File: src/rtl/color_oper_pkg.sv
// rtl/color_oper_pkg.sv - shared state type, output codes and bin threshold helper
package color_oper_pkg;

  typedef enum logic [1:0] {
    ST_ACCUM  = 2'd0,
    ST_CLASS  = 2'd1,
    ST_COMMIT = 2'd2
  } state_t;

  localparam logic [7:0] ASCII_BASE = 8'h30;
  localparam logic [7:0] CODE_NONE  = 8'h00;

  function automatic int threshold(input int k, input int full_scale, input int nbins);
    return (3 * full_scale * k) / (2 * nbins);
  endfunction

endpackage

File: src/rtl/color_bin_lut.sv
// rtl/color_bin_lut.sv - combinational brightness bin lookup: window average in, ASCII bin code out
module color_bin_lut
  import color_oper_pkg::*;
#(
  parameter int AW         = 10,
  parameter int NBINS      = 8,
  parameter int FULL_SCALE = 241
) (
  input  logic [AW-1:0] avg,
  output logic [7:0]    code
);

  logic [31:0] avg_ext;

  always_comb begin
    avg_ext = 32'(avg);
    code    = CODE_NONE;
    // descending scan so the smallest matching bin wins
    for (int k = NBINS; k >= 1; k--) begin
      if (avg_ext < 32'(threshold(k, FULL_SCALE, NBINS))) code = ASCII_BASE + 8'(k);
    end
  end

endmodule

File: src/rtl/color_oper_classifier.sv
// rtl/color_oper_classifier.sv - windowed brightness classifier with debounced operation code output
// Optional hysteresis around the committed bin is built when COLOR_OPER_HYST_EN is defined.
module color_oper_classifier
  import color_oper_pkg::*;
#(
  parameter int CW         = 8,
  parameter int NBINS      = 8,
  parameter int FULL_SCALE = 241,
  parameter int AVG_LOG2   = 2,
  parameter int STABLE_CNT = 3,
  parameter int HYST       = 4
) (
  input  logic          clk,
  input  logic          rst,
  input  logic [CW-1:0] r,
  input  logic [CW-1:0] g,
  input  logic [CW-1:0] b,
  input  logic          in_valid,
  output logic          in_ready,
  output logic [7:0]    oper,
  output logic          oper_valid,
  input  logic          oper_ready,
  output logic          overrun
);

  localparam int SW   = CW + 2;
  localparam int AW   = SW + AVG_LOG2;
  localparam int CNTW = AVG_LOG2 + 1;
  localparam int RW   = $clog2(STABLE_CNT + 1);
  localparam logic [CNTW-1:0] CNT_LAST = CNTW'((1 << AVG_LOG2) - 1);
  localparam logic [RW-1:0]   RUN_MAX  = RW'(STABLE_CNT);

  state_t          state, state_nxt;
  logic [AW-1:0]   acc;
  logic [CNTW-1:0] cnt;
  logic [RW-1:0]   run, run_nxt;
  logic [7:0]      prev_cand, cand_q, cand, lut_code;
  logic [SW-1:0]   sum, avg;
  logic            last_smp, commit;

  assign sum      = SW'(r) + SW'(g) + SW'(b);
  assign avg      = acc[AW-1:AVG_LOG2];
  assign last_smp = (cnt == CNT_LAST);

  color_bin_lut #(
    .AW         (SW),
    .NBINS      (NBINS),
    .FULL_SCALE (FULL_SCALE)
  ) u_lut (
    .avg  (avg),
    .code (lut_code)
  );

`ifdef COLOR_OPER_HYST_EN
  logic [7:0]  cb, cn;
  logic [31:0] avg_ext, thr;

  always_comb begin
    cand    = lut_code;
    cb      = oper - ASCII_BASE;
    cn      = lut_code - ASCII_BASE;
    avg_ext = 32'(avg);
    thr     = '0;
    // T_k is the boundary shared by bins k and k+1
    for (int k = 1; k < NBINS; k++) begin
      thr = 32'(threshold(k, FULL_SCALE, NBINS));
      if (cb == 8'(k) && cn == 8'(k + 1) && (avg_ext - thr) <= 32'(HYST)) cand = oper;
      if (cb == 8'(k + 1) && cn == 8'(k) && (thr - avg_ext) <= 32'(HYST)) cand = oper;
    end
  end
`else
  assign cand = lut_code;
`endif

  always_ff @(posedge clk or negedge rst) begin
    if (!rst) state <= ST_ACCUM;
    else      state <= state_nxt;
  end

  always_comb begin
    state_nxt = state;
    in_ready  = 1'b0;
    unique case (state)
      ST_ACCUM: begin
        in_ready = 1'b1;
        if (in_valid && last_smp) state_nxt = ST_CLASS;
      end
      ST_CLASS:  state_nxt = ST_COMMIT;
      ST_COMMIT: state_nxt = ST_ACCUM;
      default:   state_nxt = ST_ACCUM;
    endcase
  end

  always_comb begin
    run_nxt = RW'(1);
    if (cand_q == prev_cand) run_nxt = (run == RUN_MAX) ? run : run + RW'(1);
    commit = (state == ST_COMMIT) && (run_nxt == RUN_MAX) && (cand_q != oper);
  end

  always_ff @(posedge clk or negedge rst) begin
    if (!rst) begin
      acc        <= '0;
      cnt        <= '0;
      run        <= '0;
      prev_cand  <= CODE_NONE;
      cand_q     <= CODE_NONE;
      oper       <= CODE_NONE;
      oper_valid <= 1'b0;
      overrun    <= 1'b0;
    end else begin
      case (state)
        ST_ACCUM: begin
          if (in_valid) begin
            acc <= acc + AW'(sum);
            cnt <= last_smp ? '0 : cnt + CNTW'(1);
          end
        end
        ST_CLASS: cand_q <= cand;
        ST_COMMIT: begin
          run       <= run_nxt;
          prev_cand <= cand_q;
          acc       <= '0;
        end
        default: ;
      endcase

      // a commit wins over the handshake; an unread code being replaced is an overrun
      if (commit) begin
        oper       <= cand_q;
        oper_valid <= 1'b1;
        if (oper_valid && !oper_ready) overrun <= 1'b1;
      end else if (oper_valid && oper_ready) begin
        oper_valid <= 1'b0;
      end
    end
  end

endmodule

File: config.mk
export PLATFORM = sky130hd
export DESIGN_NAME = color_oper_classifier
export DESIGN_NICKNAME = d
export VERILOG_FILES = /design/src/rtl/color_oper_pkg.sv /design/src/rtl/color_bin_lut.sv /design/src/rtl/color_oper_classifier.sv
export SDC_FILE = /design/constraint.sdc
export NUM_CORES = 1
export LEC_CHECK = 0
export ABC_AREA = 1
export CAP_MARGIN = 10
export CORE_MARGIN = 1.5
export CORE_UTILIZATION = 33
export DETAILED_ROUTE_END_ITERATION = 8
export GPL_TIMING_DRIVEN = 0
export SETUP_SLACK_MARGIN = 0.5
export SLEW_MARGIN = 5
export SYNTH_ARGS = -nofsm -noshare
export SYNTH_HDL_FRONTEND = slang
export SYNTH_SLANG_ARGS = --single-unit
File: constraint.sdc
create_clock -name clk -period 4 [get_ports clk]
set_input_delay 0.4 -clock clk [delete_from_list [all_inputs] [get_ports clk]]
set_output_delay 0.4 -clock clk [all_outputs]
set_load 0.05 [all_outputs]
=== Yosys cells after proc, flatten, opt, wreduce, memory -nomap -nowiden ===
Index checks and enable logic that the tools add are counted.

* ROM bits: 0
* Bits in latches: 0
* Memories: 0
* Input bits: 28
* Memory bits (writable): 0
* Bits in registers: 45
* Logic and storage cells: 61

* $lt $le $gt $ge: 8
* Multiply operators: 0
* Equal/unequal tests: 9
* Shift operators: 0
* Bitwise operators: 0
* $add $sub $neg: 5
* Multiplexer cells: 18
* Divide/modulo/power cells: 0
* Reductions and logical operators: 12

{| class="wikitable"
|+ Operator list
! kind !! count
|-
| $mux 6 || 8
|-
| $lt 10x8->1 const B || 3
|-
| $lt 10x9->1 const B || 3
|-
| $pmux 12 s2 || 1
|-
| $add 12x10->12 || 1
|-
| $mux 12 || 1
|-
| $add 9x8->10 || 1
|-
| $lt 10x6->1 const B || 1
|-
| $lt 10x7->1 const B || 1
|-
| $add 8x8->9 || 1
|-
| $eq 8x8->1 || 1
|-
| $ne 8x8->1 || 1
|-
| $eq 2x2->1 const B || 3
|-
| $mux 2 || 3
|-
| $reduce_and 2->1 || 3
|-
| $logic_and 1x1->1 || 5
|-
| $ne 2x2->1 const B || 2
|-
| $pmux 2 s2 || 1
|-
| $reduce_bool 2->1 || 2
|-
| $add 3x1->3 const B || 1
|-
| $eq 3x2->1 const B || 1
|-
| $mux 1 || 3
|-
| $mux 3 || 1
|-
| $add 2x1->2 const B || 1
|-
| 3 further kinds || 3
|}

=== Depth between registers and ports, before layout ===
Gate-level depths: netlist of the first run.

* Word-level depth: 9
* Mapped depth: 15
* Gate-level depth less buffers: 15

=== By module ===
A second synthesis of the first run with hierarchy kept.

* Cell total of the unflattened synthesis: 425
* Area total of the unflattened synthesis: 3,223.1 um^2

{| class="wikitable"
|+ By module, submodules not included
! module !! area an instance (um^2) !! sequential area each (um^2) !! instances !! cells an instance
|-
| color_oper_classifier || 2,885.3 || 1,126.1 || 1 || 360
|-
| color_bin_lut || 337.8 || 0.0 || 1 || 65
|}

=== Least setup slack after synthesis of the first run ===
OpenSTA, ideal clock, no wires.

* Path type: input to register
* Start point: in b[1]
* End point: reg acc[9]
* Arrival: 2,546 ps
* Slack: 1,327 ps
* Library setup time: 127 ps
* Required time: 3,873 ps
* Stages on the path: 12
* Path buffers: 0
* Path through: inv_1 fa_1 fa_1 inv_1 ha_1 fa_1 nand3_1 nand2_1 nand2_1 nand3_1 nand2_1 o22ai_1

* Word-level cells in the longest chain between the ends: 4

{| class="wikitable"
|+ Ends and longest elaborated chain
! item !! RTL line !! source
|-
| start: declaration || color_oper_classifier.sv:17 || <nowiki>input logic [CW-1:0] b,</nowiki>
|-
| $add 9x8->10 || color_oper_classifier.sv:41 || <nowiki>assign sum = SW'(r) + SW'(g) + SW'(b);</nowiki>
|-
| $add 12x10->12 || color_oper_classifier.sv:114 || <nowiki>acc <= acc + AW'(sum);</nowiki>
|-
| $mux 12 || color_oper_classifier.sv:113 || <nowiki>if (in_valid) begin</nowiki>
|-
| $pmux 12 s2 || color_oper_classifier.sv:111 || <nowiki>case (state)</nowiki>
|-
| end signal: assignment || color_oper_classifier.sv:114 ||
|-
| end: declaration || color_oper_classifier.sv:34 || <nowiki>logic [AW-1:0] acc;</nowiki>
|}

No other way between the ends. The select of a mux whose other input is x is not followed.
A chain may end at the register's enable or synchronous reset.

=== Final worst setup path of the first run ===
Ends and elaborated chain as after synthesis.

==> results of run 1 <==
-- Yosys cell counts, types with 2 or more instances --
| cell | count |
|---|---|
| o21ai_0 | 25 |
| xnor2_1 | 6 |
| buf_4 | 3 |
| nand3_1 | 24 |
| nor2_1 | 27 |
| o22ai_1 | 5 |
| fa_1 | 16 |
| o21ai_1 | 4 |
| nand2_1 | 80 |
| xor2_1 | 4 |
| ha_1 | 12 |
| nor3_1 | 3 |
| dfrtp_1 | 36 |
| inv_1 | 74 |
| nand2_2 | 2 |
| nand4_1 | 9 |
| a21oi_1 | 15 |
-- registers in the layout, summed over array words and instances, names as in the netlist --
| name | count |
|---|---|
| state | 2 |
| overrun | 1 |
| oper | 5 |
| acc | 12 |
| cand_q | 5 |
| prev_cand | 5 |
| cnt | 3 |
| oper_valid | 1 |
| run | 2 |
-- through the flow --
step | worst slack (ps) | utilization, % | instance area, sq um | hold WS, ps
floorplan | 1330 | - | 2760 | 104
global placement | 678 | 40.0 | 3250 | 447
detailed placement | 644 | 39.9 | 3250 | 449
CTS | 961 | 41.5 | 3370 | 233
global route | 785 | 41.5 | 3370 | 256
finish | 954 | 41.5 | 3370 | 191
-- cell type report --
class / count / share of cell area [%]
flip-flops and latches: 36 / 26.7
clock buffers: 7 / 2.86
multi-input cells: 246 / 45.8
clock inverters: 1 / 0.891
repair buffers: 36 / 10.5
plain buffers: 5 / 0.928
well taps: 105 / 3.90
inverters: 75 / 8.35
-- kinds of logic (layout without fill, tap and decap cells) --
kind of cell	count (synthesis)	after routing
buf+inv	80	124
xor+xnor	10	10
flops	36	36
other cells	1	2
fa+ha+maj	28	28
compound gates	53	53
simple gates	153	153
-- worst max-delay path by stage --
stage	from	to	slack [ps]	cells past startpoint
CTS	b[1]	acc[9]	960	13
floorplan	b[1]	acc[9]	1330	12
global placement	b[1]	acc[9]	680	13
finish	b[1]	acc[9]	950	13
global route	b[1]	acc[9]	780	13
detailed placement	b[1]	acc[9]	640	13
-- per-layer routing --
metal / wire length [um] / vias to the layer above
met5: 0 / -
met3: 173 / 9
li1: - / 1226
met1: 2510 / 1084
met4: 85 / 0
met2: 2960 / 44
-- power groups by stage --
stage	combinational, W	sequential, W	clock (W)
global route	0.00180	0.000683	0.000385
finish	0.00155	0.000662	0.000354
CTS	0.00156	0.000662	0.000365
global placement	0.00153	0.000663	0
floorplan	0.00117	0.000681	0
detailed placement	0.00156	0.000668	0
-- placed cells by master, fill, tap and decap left out, drive strengths merged --
master         instances
a21boi                 1
dfrtp                 36
or2                    1
ha                    12
buf                    5
nor2                  30
nand4                 10
bufinv                 1
a21oi                 16
nor3                   3
inv                   75
o22ai                  5
xnor2                  6
clkbuf                 8
fa                    16
xor2                   4
nand3b                 1
nand2                 82
a31oi                  1
nand3                 26
clkdlybuf4s50         35
conb                   2
o21ai                 30
==> results.ini, run 1 <==
[cells_and_area]
fin_cells = 511
regArea_sq_um = 901
diodes = 0
drive_above_1_share_pct = 5.91
syn2layout_area_growth_pct = 22.4
multi_input_area_sq_mm = 0.00155
fillers = 860
nNetsFinal = 461

[synthesis]
synthesis.area_sq_mm = 0.00276
ys_seq_elements = 36
avgSynthCellArea_sq_um = 7.63
synth-simple-area-share_pct = 25.3
synth_mux_area_share_pct = 0
synthAdderAreaFrac_pct = 17.1
yosys_most_used_dff = dfrtp_1
synth_top_area_share_pct = 32.7
synth_compound_area_share_pct = 10.3
syn_inst = 361
synthArstFlopShare_pct = 100
synth_top_cell_by_area = dfrtp_1
seq_area_frac_synth_pct = 32.7
ys_top_cells_by_area = dfrtp_1, fa_1, nand2_1
yosysWarnings = 0
synth_top_family_by_area = simple AND/OR/NAND/NOR gates
yosys.cell_types.count = 33
synth_edf_count = 0
synth-xor-area-share_pct = 3.18

[timing]
max_freq_mhz = 328
hold_viol_final = 0
fin_worst_skew_ps = 3.28
min_period_over_period_pct = 76.2
setup_viol = 0
max_slew.worst_pin.slew_ps = 797
rsz0062_at_grt = false
maxSlewHeadroom_pct = 46.9
timing.final.max_slew_violations = 0
tns_ps = 0
fin_crit_ps = 3050

[route]
drt-initial-drc-count = 74
drc = 0
wirelength_um = 5730
antenna_left = 0
drt_first_pass_iters = 4
wl_per_cell_um = 11.2
via_per_inst = 4.62
vias = 2363

[worst_setup_path]
cp-end-kind = flip-flop
crit_type = input pin to flip-flop
arrival_ps = 3220
worst_ep_required_time_ps = 4170
setup.worst_path.start_class = input pin
slowest_stage = fa_1
worstRegToRegCells = 10
reg2reg_from = acc[4]
cp.buffers_inverters = 3
r2r_slack_ps = 1590
crit_fanout = 4
crit_family = adder cells
regToRegEndpoint = acc[11]
cp_cell_sequence = clkdlybuf4s50_1 > inv_1 > fa_1 > fa_1 > inv_1 > ha_1 > fa_1 > nand3_1 > nand2_1 > nand2_1 > nand3_1 > nand2_1 > o22ai_1
max_stage_delay_ps = 510

[clock_network]
post_cts_buffers = 0
cts_resized = 0
insertion_delay_ps = 290
cts_root_buf = clkbuf_8
postCtsHoldBufs = 0
clk_pin_slew_ps = 70
ctsHtreeMaxLevel = 2
cts_buffers = 5
cts_tree = done
cts.path.max_buffers = 2
clock_sinks = 36

[global_routing]
grt_pass1_vias = 2392
grt_antenna_before_repair = 0
grt_use_met3_pct = 2.33
grtUsageMet2_pct = 27.2
grt_pass1_wl_um = 10200
grt_busiest_layer = met2
use_met1_pct = 16.7
grt_usage_pct = 14.5
grt_max_degree = 37
grt-ovfl-total = 0

[min_path]
hold_path.class = input pin to async pin

[floorplan]
num_io_pins = 39
num_rows = 33
die_area_sq_mm = 0.00891
initial_core_util_pct = 33.9
fp.dieH_um = 94.4
core_area_sq_mm = 0.00813
die_w_um = 94.4

[place]
portBuffers = 36
gp_congestion = 0.847
dp_hpwl_um = 4680
dp.cells = 503

[power]
p_clk_share_pct = 13.8
p_int_w = 0.00130
p_leak_nw = 1.74
switching_power_w = 0.00127
seqPwrFrac_pct = 25.8
p_comb_share_pct = 60.4
switching_share_pct = 49.5
finalPower_w = 0.00257
p_per_area_mw_per_mm2 = 761
peakVddDrop_mv = 0.264

[run]
drv_cap = 0

[outcome]
outcome = finished clean

No activity file was read; power rests on OpenSTA's default activity.
==> run 2, diff against run 1 <==
- clock period: 4 -> 3 ns (I/O delays scaled with it)
==> results.ini, run 2 (synthesized netlist as in run 1, its figures left out) <==
[clock_network]
cts_root_buf = clkbuf_8
cts.path.max_buffers = 2  ; unchanged
postCtsHoldBufs = 0  ; unchanged
clock_sinks = 36  ; unchanged
clk_pin_slew_ps = 70  ; about the same
cts_tree = done
ctsHtreeMaxLevel = 2  ; unchanged
cts_buffers = 5  ; unchanged
insertion_delay_ps = 280  ; about the same

[floorplan]
fp.dieH_um = 94.4  ; unchanged
die_area_sq_mm = 0.00891  ; unchanged
core_area_sq_mm = 0.00813  ; unchanged
initial_core_util_pct = 33.9  ; unchanged
num_io_pins = 39  ; unchanged
die_w_um = 94.4  ; unchanged
num_rows = 33  ; unchanged

[timing]
setup_viol = 0  ; unchanged
fin_worst_skew_ps = 3.77  ; +0.489 ps
max_slew.worst_pin.slew_ps = 799  ; +1.86 ps
hold_viol_final = 0  ; unchanged
fin_crit_ps = 2390
maxSlewHeadroom_pct = 46.7  ; -0.12 points
min_period_over_period_pct = 79.5
rsz0062_at_grt = true
setup_ws_ps = 614  ; -340 ps
timing.final.max_slew_violations = 0  ; unchanged
max_freq_mhz = 419

[cells_and_area]
fin_cells = 520  ; +1.8%
drive_above_1_share_pct = 21.9  ; +16 points
final_common_cell = nand2_1
syn2layout_area_growth_pct = 31.4
nNetsFinal = 470  ; +2.0%
diodes = 0  ; unchanged
largest_register_ffs = 12  ; unchanged
postLayoutCellArea_sq_mm = 0.00362  ; +7.3%
most-common-layout-cells = nand2_1, inv_1, dfrtp_1
fillers = 822  ; -4.4%
top_register = acc

[global_routing]
grt_antenna_before_repair = 0  ; unchanged
grt_max_degree = 37  ; unchanged
grt-ovfl-total = 0  ; unchanged
grt_pass1_vias = 2549  ; +6.6%
grt_pass1_wl_um = 10900  ; +6.4%
grt_usage_pct = 15.4  ; +0.85 points

[route]
drt_first_pass_iters = 4  ; unchanged
wl_per_cell_um = 11.6  ; +3.5%
drt-initial-drc-count = 115  ; +55%
wirelength_um = 6030  ; +5.3%
antenna_left = 0  ; unchanged
vias = 2428  ; +2.8%
drc = 0  ; unchanged
via_per_inst = 4.67  ; +0.97%

[worst_setup_path]
setup.worst_path.start_class = input pin
slowest_stage = fa_1
cp.buffers_inverters = 3  ; unchanged
crit_fanout = 4  ; unchanged
worstRegToRegCells = 12  ; +2
crit_type = input pin to flip-flop
arrival_ps = 2550  ; -670 ps
cp-end-kind = flip-flop
worst_ep_required_time_ps = 3160  ; -1010 ps
crit_family = adder cells
path_depth = 13  ; unchanged
cp_cell_sequence = clkdlybuf4s50_1 > fa_1 > inv_1 > fa_1 > inv_2 > ha_4 > fa_2 > nand3_2 > nand2_2 > nand2_2 > nand3_2 > nand2_1 > o22ai_1
max_stage_delay_ps = 490  ; -20 ps

[place]
dp.cells = 503  ; unchanged
portBuffers = 36  ; unchanged
dpl_worst_slack_ps = -136  ; -780 ps
placed_cell_area_sq_mm = 0.00325  ; +0.15%
dp_hpwl_um = 4760  ; +1.6%
gp_congestion = 0.848  ; +0.14%

[power]
switching_power_w = 0.00201  ; +58%
p_leak_nw = 1.86  ; +6.7%
p_per_area_mw_per_mm2 = 1110  ; +46%
seqPwrFrac_pct = 22.0  ; -3.8 points
finalPower_w = 0.00402  ; +57%
p_comb_share_pct = 69.0  ; +8.6 points
switching_share_pct = 49.9  ; +0.42 points
peakVddDrop_mv = 0.502  ; +90%
p_int_w = 0.00201  ; +55%
p_clk_share_pct = 9.0  ; -4.8 points

[outcome]
outcome = finished clean

[run]
drv_cap = 0  ; unchanged

[min_path]
hold_path.class = input pin to async pin

run 2: worst paths after layout:
path	start	end	slack, ps
setup / recovery	g[0]	acc[9]	610
hold / removal	rst	run[0]	100
setup reg to reg	acc[7]	acc[11]	790
hold reg to reg	overrun	overrun	470
max in group asynchronous	rst	acc[8]	2400
min in group clk	overrun	overrun	470
run 2: metrics by stage:
| stage | hold slack (ps) | utilization, % | TNS [ps] |
|---|---|---|---|
| after floorplan | 4.41 | - | 0 |
| after global placement | 448 | 40.0 | -425 |
| after detailed placement | 441 | 40.0 | -581 |
| after global routing | 155 | 44.5 | 0 |
| final | 102 | 44.5 | 0 |
| after CTS | 125 | 43.9 | 0 |
run 2: what timing repair did:
item | CTS | global route
endpoints found under the setup margin | 10 | 7
setup buffers | 9 | 0
pin swaps | 45 | 28
resized for setup | 69 | 32
endpoints found under the hold margin | 0 | 0
run 2: worst register-to-register path, cell delays in order (launching register included):
cell	delay, ps
dfrtp_1	410
inv_1	130
fa_1	580
inv_2	50
ha_4	270
buf_4	110
nand2_2	60
nor2_2	130
nand3_1	90
nand3_2	110
nand3_2	60
nand2_1	60
nor2_1	40
run 2: layout make-up:
cell class / instances / area, sq um / area share, %
sequential: 36 / 901 / 24.9
tap: 105 / 131 / 3.63
timing repair buffer: 45 / 410 / 11.3
buffer: 5 / 31.3 / 0.864
clock buffer: 7 / 86.3 / 2.39
clock inverter: 1 / 7.51 / 0.207
inverter: 75 / 282 / 7.78
multi-input combinational: 246 / 1770 / 48.9
run 2: power by group through the flow:
| stage | Sequential [W] | Combinational, W | Clock (W) |
|---|---|---|---|
| floorplan | 0.000908 | 0.00156 | 0 |
| global placement | 0.000884 | 0.00205 | 0 |
| detailed placement | 0.000893 | 0.00209 | 0 |
| CTS | 0.000886 | 0.00264 | 0.000375 |
| global route | 0.000914 | 0.00311 | 0.000402 |
| finish | 0.000884 | 0.00277 | 0.000361 |
run 2: per-layer routing:
metal | up-vias | wire (um) | GRT usage (%)
met3 | 10 | 183 | 2.17
met2 | 43 | 3260 | 30.0
li1 | 1239 | - | -
met5 | - | 0 | 0
met4 | 0 | 125 | 5.97
met1 | 1136 | 2460 | 16.5
